File: config.mk
export PLATFORM = sky130hd
export DESIGN_NAME = clk_rst_gen
export DESIGN_NICKNAME = d
export VERILOG_FILES = /design/src/rtl/clk_rst_pkg.sv /design/src/rtl/clk_div_chan.sv /design/src/rtl/clk_rst_gen.sv
export SDC_FILE = /design/constraint.sdc
export NUM_CORES = 1
export LEC_CHECK = 0
export ABC_AREA = 0
export CAP_MARGIN = 0
export CORE_ASPECT_RATIO = 1.5
export CORE_MARGIN = 3
export CORE_UTILIZATION = 55
export CTS_BUF_LIST = sky130_fd_sc_hd__clkbuf_2 sky130_fd_sc_hd__clkbuf_4 sky130_fd_sc_hd__clkbuf_8
export DETAILED_ROUTE_END_ITERATION = 7
export MAX_ROUTING_LAYER = met4
export PLACE_DENSITY = 0.87
export SKIP_LAST_GASP = 1
export SYNTH_ARGS = -nofsm -noshare
export SYNTH_HDL_FRONTEND = slang
export SYNTH_SLANG_ARGS = --single-unit
File: constraint.sdc
create_clock -name clk -period 2.7 [get_ports clk]
set_input_delay 0.54 -clock clk [delete_from_list [all_inputs] [get_ports clk]]
set_output_delay 0.54 -clock clk [all_outputs]
set_load 0.05 [all_outputs]
File: src/rtl/clk_rst_pkg.sv
// Shared types and constants for the clock-enable divider bank and reset sequencer.
package clk_rst_pkg;

    typedef enum logic {
        RS_ASSERT = 1'b0,
        RS_RUN    = 1'b1
    } rst_state_t;

    localparam logic MODE_TOGGLE = 1'b0;
    localparam logic MODE_PULSE  = 1'b1;

    // Hold-counter width; a single bit is enough when HOLD is 1.
    function automatic int unsigned hold_width(input int unsigned hold);
        return (hold > 1) ? $clog2(hold) : 1;
    endfunction

endpackage

File: src/rtl/clk_div_chan.sv
// One divider channel: square-wave toggle output or one-cycle strobe, with a
// divisor shadow that is only reloaded at a wrap so periods never get cut short.
module clk_div_chan
    import clk_rst_pkg::*;
#(
    parameter int unsigned CW = 16
) (
    input  logic          clk,
    input  logic          reset,
    input  logic          clr,
    input  logic          en,
    input  logic          mode,
    input  logic [CW-1:0] div,
    output logic          out,
    output logic          tick
);

    logic [CW-1:0] ctr_q, ctr_d;
    logic [CW-1:0] shadow_q, shadow_d;
    logic          primed_q, primed_d;
    logic          out_q, out_d;
    logic          tick_q, tick_d;

    // Next-state: clear has priority, then priming, then count/wrap.
    always_comb begin
        ctr_d    = ctr_q;
        shadow_d = shadow_q;
        primed_d = primed_q;
        out_d    = out_q;
        tick_d   = 1'b0;

        if (clr) begin
            ctr_d    = '0;
            primed_d = 1'b0;
            out_d    = 1'b0;
        end else begin
            if (en) begin
                if (!primed_q) begin
                    shadow_d = div;
                    ctr_d    = '0;
                    primed_d = 1'b1;
                end else if (ctr_q == shadow_q) begin
                    ctr_d    = '0;
                    shadow_d = div;
                    if (mode == MODE_TOGGLE) begin
                        out_d = ~out_q;
                    end else begin
                        tick_d = 1'b1;
                    end
                end else begin
                    ctr_d = ctr_q + CW'(1);
                end
            end
            // Pulse mode keeps the square-wave output parked low.
            if (mode == MODE_PULSE) begin
                out_d = 1'b0;
            end
        end
    end

    always_ff @(posedge clk or posedge reset) begin
        if (reset) begin
            ctr_q    <= '0;
            shadow_q <= '0;
            primed_q <= 1'b0;
            out_q    <= 1'b0;
            tick_q   <= 1'b0;
        end else begin
            ctr_q    <= ctr_d;
            shadow_q <= shadow_d;
            primed_q <= primed_d;
            out_q    <= out_d;
            tick_q   <= tick_d;
        end
    end

    assign out  = out_q;
    assign tick = tick_q;

endmodule

File: src/rtl/clk_rst_gen.sv
// Divider bank plus power-on / manual-button reset sequencer for the board wrapper;
// sys_reset also synchronously clears every divider channel.
module clk_rst_gen
    import clk_rst_pkg::*;
#(
    parameter int unsigned NCH  = 2,
    parameter int unsigned CW   = 16,
    parameter int unsigned HOLD = 4
) (
    input  logic              clk,
    input  logic              reset,
    input  logic              manual,
    input  logic [NCH*CW-1:0] div,
    input  logic [NCH-1:0]    mode,
    input  logic [NCH-1:0]    en,
    output logic [NCH-1:0]    out,
    output logic [NCH-1:0]    tick,
    output logic              sys_reset,
    output logic              rst_done
);

    localparam int unsigned HW = hold_width(HOLD);

    logic          sync1_q;
    logic          manual_s_q;
    rst_state_t    state_q, state_d;
    logic [HW-1:0] hold_q, hold_d;
    logic          sys_reset_q, sys_reset_d;
    logic          rst_done_q, rst_done_d;

    // Two-flop synchroniser for the asynchronous button.
    always_ff @(posedge clk or posedge reset) begin
        if (reset) begin
            sync1_q    <= 1'b0;
            manual_s_q <= 1'b0;
        end else begin
            sync1_q    <= manual;
            manual_s_q <= sync1_q;
        end
    end

    // Sequencer: any active button press restarts the hold count from zero.
    always_comb begin
        state_d = state_q;
        hold_d  = hold_q;
        case (state_q)
            RS_ASSERT: begin
                if (manual_s_q) begin
                    hold_d = '0;
                end else if (hold_q == HW'(HOLD - 1)) begin
                    state_d = RS_RUN;
                    hold_d  = '0;
                end else begin
                    hold_d = hold_q + HW'(1);
                end
            end
            RS_RUN: begin
                if (manual_s_q) begin
                    state_d = RS_ASSERT;
                    hold_d  = '0;
                end
            end
        endcase
        sys_reset_d = (state_d == RS_ASSERT);
        rst_done_d  = (state_q == RS_ASSERT) && (state_d == RS_RUN);
    end

    always_ff @(posedge clk or posedge reset) begin
        if (reset) begin
            state_q     <= RS_ASSERT;
            hold_q      <= '0;
            sys_reset_q <= 1'b1;
            rst_done_q  <= 1'b0;
        end else begin
            state_q     <= state_d;
            hold_q      <= hold_d;
            sys_reset_q <= sys_reset_d;
            rst_done_q  <= rst_done_d;
        end
    end

    assign sys_reset = sys_reset_q;
    assign rst_done  = rst_done_q;

    for (genvar i = 0; i < NCH; i++) begin : g_chan
        clk_div_chan #(
            .CW(CW)
        ) u_chan (
            .clk  (clk),
            .reset(reset),
            .clr  (sys_reset_q),
            .en   (en[i]),
            .mode (mode[i]),
            .div  (div[i*CW +: CW]),
            .out  (out[i]),
            .tick (tick[i])
        );
    end

endmodule

=== Word-level counts from Yosys, hierarchy flattened ===
Cells that the tools add are included.
W data, S select, Z words.

* Register bits: 77
* Input bits: 39
* Output and inout port bits: 6
* Word-level logic and storage cells: 87

* $add $sub $neg: 3
* Equal/unequal tests: 6
* Mux-type cells: 44
* Bitwise gates (word level): 5
* Reduce and logical (&&, ||, !) cells: 13

{| class="wikitable"
|+ Operators by type and width
! kind !! count
|-
| $mux W16 || 12
|-
| $add A16 B1 Y16 const B || 2
|-
| $eq A16 B16 Y1 || 2
|-
| $mux W1 || 27
|-
| $reduce_bool A3 Y1 || 6
|-
| $reduce_and A3 Y1 || 4
|-
| $mux W2 || 3
|-
| $ne A2 B2 Y1 const B || 3
|-
| $not A1 Y1 || 5
|-
| $pmux W2 S2 || 1
|-
| $reduce_bool A2 Y1 || 2
|-
| $add A2 B1 Y2 const B || 1
|-
| $eq A2 B2 Y1 const B || 1
|-
| $pmux W1 S2 || 1
|-
| $logic_and A1 B1 Y1 || 1
|}

=== Logic depth before layout (Yosys ltp) ===
* Depth after elaboration: 6
* Mapped depth: 8

=== Cells and area by module ===
From an unflattened synthesis, not the netlist that was laid out.

* Cells, all modules: 366
* Area total of the unflattened synthesis: 3,978.8 sq um

{| class="wikitable"
|+ By module, submodules not included
! module !! times used !! cells an instance !! area each (sq um) !! seq. area each (sq um)
|-
| clk_div_chan || 2 || 174 || 1,868.0 || 875.8
|-
| clk_rst_gen || 1 || 18 || 242.7 || 176.4
|}

=== Worst setup path before layout ===
OpenSTA, ideal clock, no wires.

* Path kind: register to register
* Start: reg g_chan[1].u_chan.ctr_q[8]
* End: reg g_chan[1].u_chan.shadow_q[10]
* Arrival: 1.860 ns
* Data required time: 2.575 ns
* Slack: 0.715 ns
* Cell stages (with the launch flop): 9
* Cell sequence: dfrtp_1 -> buf_6 -> xor2_1 -> nor4_1 -> nand4_1 -> a211o_1 -> buf_6 -> buf_6 -> mux2_4

* Word-level cells in the longest chain between the ends: 3

{| class="wikitable"
|+ RTL lines
! element !! RTL line !! RTL
|-
| from (decl) || clk_div_chan.sv:18 || <nowiki>logic [CW-1:0] ctr_q, ctr_d;</nowiki>
|-
| from (signal assigned) || clk_div_chan.sv:69 || <nowiki>ctr_q <= ctr_d;</nowiki>
|-
| $eq A16 B16 Y1 || clk_div_chan.sv:42 || <nowiki>end else if (ctr_q == shadow_q) begin</nowiki>
|-
| $ne A2 B2 Y1 (no source line) || -- ||
|-
| $reduce_and A3 Y1 (no source line) || -- ||
|-
| to (signal assigned) || clk_div_chan.sv:70 || <nowiki>shadow_q <= shadow_d;</nowiki>
|-
| to (decl) || clk_div_chan.sv:19 || <nowiki>logic [CW-1:0] shadow_q, shadow_d;</nowiki>
|}

No other way between the ends.
A chain may end at the register's enable or synchronous reset.

=== Worst setup path in the final report ===
* Start: reg g_chan[1].u_chan.ctr_q[8]
* End: reg g_chan[1].u_chan.shadow_q[15]

Same word-level chain as after synthesis.

==> results.sh <==
export IMPL_run_status="completed"
export IMPL_synth_lib_cells_used_distinct=51
export IMPL_placedInstanceArea_um2=4494
export IMPL_cp_cell_sequence="xor2_1, nor4_1, nand4_1, a211o_1, mux2_1"
export IMPL_synth_cells_most_frequent="sky130_fd_sc_hd__dfrtp_1 (76), sky130_fd_sc_hd__xor2_1 (36), sky130_fd_sc_hd__nand2_1 (34)"
export IMPL_synth_top_flop_cell="sky130_fd_sc_hd__dfrtp_1"
export IMPL_syn_cell_area_um2=4024
export IMPL_drc_errors=0
export IMPL_routed_wire_length_per_instance_um=16.37
export IMPL_port_buffers=44
export IMPL_dpl_hpwl_um=6146
export IMPL_numCtsBuffers=9
export IMPL_max_stage_delay_ns=0.61
export IMPL_worst_setup_path_type="register to register"
export IMPL_setup_buffers_after_cts=0
export IMPL_fillers=526
export IMPL_postSynthAreaPerCell_um2=10.70
export IMPL_area_delta_synth_final_pct=17.26
export IMPL_cts_resized=0
export IMPL_edff_count_synth=0
export IMPL_floorplan_die_area_um2=8400
export IMPL_timing_critical_path_slowest_stage_cell="sky130_fd_sc_hd__a211o_1"
export IMPL_fin_worst_hold_slack_ns=0.3593
export IMPL_worst_path_max_fanout=16
export IMPL_synth_ff_latch_count=77
export IMPL_yosysMostFrequentCell="sky130_fd_sc_hd__dfrtp_1"
export IMPL_number_of_global_route_vias_before_repair=3012
export IMPL_htree_levels=3
export IMPL_holdBufCountCts=0
export IMPL_final_cell_area_um2=4718
export IMPL_synth_top_cells_by_area="sky130_fd_sc_hd__dfrtp_1 (47%), sky130_fd_sc_hd__xor2_1 (7.8%), sky130_fd_sc_hd__mux2_4 (7.5%)"
export IMPL_max_slew_worst_pin_slew_ns=1.034
export IMPL_final_cells=515
export IMPL_final_wl_um=8429
export IMPL_max_cap_violations=0
export IMPL_post_route_cells_drive_above_1_share_pct=14.11
export IMPL_drt_pass1_iterations=4
export IMPL_finalSetupTns_ns=0
export IMPL_setup_viol_count_final=0
export IMPL_slew_limit_headroom_pct=30.81
export IMPL_adder_and_majority_cell_fraction_of_the_synthesized_area_pct=0.9328
export IMPL_detail_route_iter0_violations=241
export IMPL_power_density_nw_per_um2=696.8
export IMPL_grt_remaining_overflow=0
export IMPL_num_rows=37
export IMPL_finalWeightedCongestion=0.9249
export IMPL_critPathBufInv=0
export IMPL_post_drt_via_cell_ratio=5.899
export IMPL_placed_insts=499
export IMPL_finalCritPeriodShare_pct=86.76
export IMPL_final_period_minus_worst_setup_slack_ns=2.342
export IMPL_power_total_w=0.003288
export IMPL_clkSinkCount=77
export IMPL_synth_seq_area_share_pct=47.92
export IMPL_die_width_um=75.84
export IMPL_vias=3038
export IMPL_synth_async_reset_ratio_pct=100.0
export IMPL_worst_skew_pair_late_latency_ns=0.36
export IMPL_start_util_pct=57.56
export IMPL_root_driver="sky130_fd_sc_hd__clkbuf_8"
export IMPL_ir_worst_vdd_mv=0.4341
export IMPL_synth_compound_area_share_pct=8.955
export IMPL_tritoncts="yes"
export IMPL_die_h_um=110.8
export IMPL_synth_simple_gate_area_share_pct=17.01
export IMPL_grt_first_pass_wirelength_um=13840
export IMPL_grt_usage_pct=22.02
export IMPL_fin_worst_skew_ns=0.008440
export IMPL_path_clk_slew_ns=0.07
export IMPL_hold_viol_final=0
export IMPL_holdCritPathClass="register to register"
export IMPL_top_cell_type_s_share_of_synthesized_area_pct=47.26
export IMPL_clock_fmax_mhz=426.9
export IMPL_antennaDiodeCount=0
export IMPL_timing_critical_path_to_type="register"
export IMPL_clock_tree_buffer_depth=2
export IMPL_timing_critical_path_max_delay_family="compound AO/OA/AOI/OAI gates"
export IMPL_design_final_nets=455
export IMPL_synth_mux_area_fraction_pct=11.63
export IMPL_synthCells=376
export IMPL_worst_ep_arrival_time_ns=2.58
export IMPL_timing_critical_path_from_type="register"
export IMPL_synth_top_family_by_area="simple AND/OR/NAND/NOR gates"
export IMPL_drt_antenna_violating_nets=0
export IMPL_power_leakage_nw=2.006
export IMPL_syn_num_nets=418
export IMPL_synth_xor_area_share_pct=8.271
export IMPL_top_level_ports=45
export IMPL_grt_max_degree=59
export IMPL_grt_setup_unrepaired="no"
export IMPL_final_max_slew_violation_count=0
export IMPL_required_ns=2.93
export IMPL_antenna_found_initial=0
export IMPL_core_area_um2=6990
export IMPL_post_synth_top_area_cell="sky130_fd_sc_hd__dfrtp_1"
export IMPL_yosysWarningCount=0
==> path summary, 6_finish.rpt <==
path,cells past startpoint,slack [ns],start,to
min reg2reg,0,0.36,sync1_q$_DFF_PP0_,manual_s_q$_DFF_PP0_
max in group asynchronous,3,1.50,reset,sys_reset$_DFF_PP1_
max,5,0.36,g_chan[1].u_chan.ctr_q[8]$_DFFE_PP0P_,g_chan[1].u_chan.shadow_q[15]$_DFFE_PP0P_
max reg2reg,5,0.36,g_chan[1].u_chan.ctr_q[8]$_DFFE_PP0P_,g_chan[1].u_chan.shadow_q[15]$_DFFE_PP0P_
min,0,0.36,sync1_q$_DFF_PP0_,manual_s_q$_DFF_PP0_
min in group asynchronous,2,0.50,reset,g_chan[0].u_chan.shadow_q[14]$_DFFE_PP0P_
==> layer usage <==
metal,up-vias,wire length [µm],global-route usage [%],part of all wire (%)
met1,1485,3249,23.99,39
met3,21,378,4.265,4.5
li1,1427,-,-,-
met5,-,0,-,0
met2,105,4592,37.59,54
met4,0,209,9.218,2.5
==> metrics by stage <==
stage          utilization [%]  setup WS, ns
2_1_floorplan                -        0.1950
3_3_place_gp             64.29        0.3930
3_5_place_dp             64.29        0.3590
4_1_cts                  67.50        0.3511
5_1_grt                  67.50        0.2342
6_report                 67.50        0.3576
==> worst reg2reg max path: cells and delay by family, from the launching register on <==
kind / cells / cell delay, ns
AND/OR/NAND/NOR: 2 / 0.55
flip-flops: 1 / 0.46
multiplexers: 1 / 0.43
AO/OA/AOI/OAI: 1 / 0.61
XOR/XNOR: 1 / 0.17
==> state kept, by name (all words and copies together) (netlist names) <==
register                flops
g_chan.u_chan.out           2
sync1_q                     1
g_chan.u_chan.tick          2
rst_done                    1
g_chan.u_chan.ctr_q        32
state_q                     1
g_chan.u_chan.primed_q      2
sys_reset                   1
hold_q                      2
g_chan.u_chan.shadow_q     32
manual_s_q                  1
==> where the power goes <==
group          switching (W)  internal [W]  total [W]
registers           0.000200       0.00141    0.00161
logic               0.000262      0.000447   0.000709
clock network       0.000449      0.000523   0.000972
==> logic make-up after synthesis <==
kind of cell | Yosys count
flops | 77
fa+ha+maj | 3
mux | 35
simple gates | 131
xor+xnor | 38
buf+inv | 39
compound gates | 53
==> layout make-up <==
| class | instances | area [µm²] | area share, % |
|---|---|---|---|
| clock buffer | 9 | 123.9 | 2.625 |
| tap | 97 | 121.4 | 2.572 |
| timing repair buffer | 52 | 513.0 | 10.87 |
| inverter | 13 | 48.80 | 1.034 |
| multi-input combinational | 260 | 1883 | 39.91 |
| sequential | 77 | 1928 | 40.86 |
| clock inverter | 7 | 100.1 | 2.121 |
==> placed cells by master, fill, tap and decap left out, types with 4 or more instances in the layout <==
cell type and count:
sky130_fd_sc_hd__xor2_1 36, sky130_fd_sc_hd__o22ai_1 4, sky130_fd_sc_hd__a31oi_1 5, sky130_fd_sc_hd__or3_1 4, sky130_fd_sc_hd__dfrtp_1 76, sky130_fd_sc_hd__nand3_1 15
sky130_fd_sc_hd__a21oi_1 9, sky130_fd_sc_hd__o311ai_0 7, sky130_fd_sc_hd__buf_4 7, sky130_fd_sc_hd__nand2_1 34, sky130_fd_sc_hd__nand4_1 16, sky130_fd_sc_hd__nor3_1 5
sky130_fd_sc_hd__clkdlybuf4s50_1 44, sky130_fd_sc_hd__or2_2 4, sky130_fd_sc_hd__nor2_1 21, sky130_fd_sc_hd__nand2b_1 6, sky130_fd_sc_hd__inv_1 12, sky130_fd_sc_hd__mux2_2 7
sky130_fd_sc_hd__mux2_4 20, sky130_fd_sc_hd__clkbuf_8 9, sky130_fd_sc_hd__mux2_1 7, sky130_fd_sc_hd__o21ai_0 7, sky130_fd_sc_hd__nor4_1 12
Power figures use the tool's default switching activity.
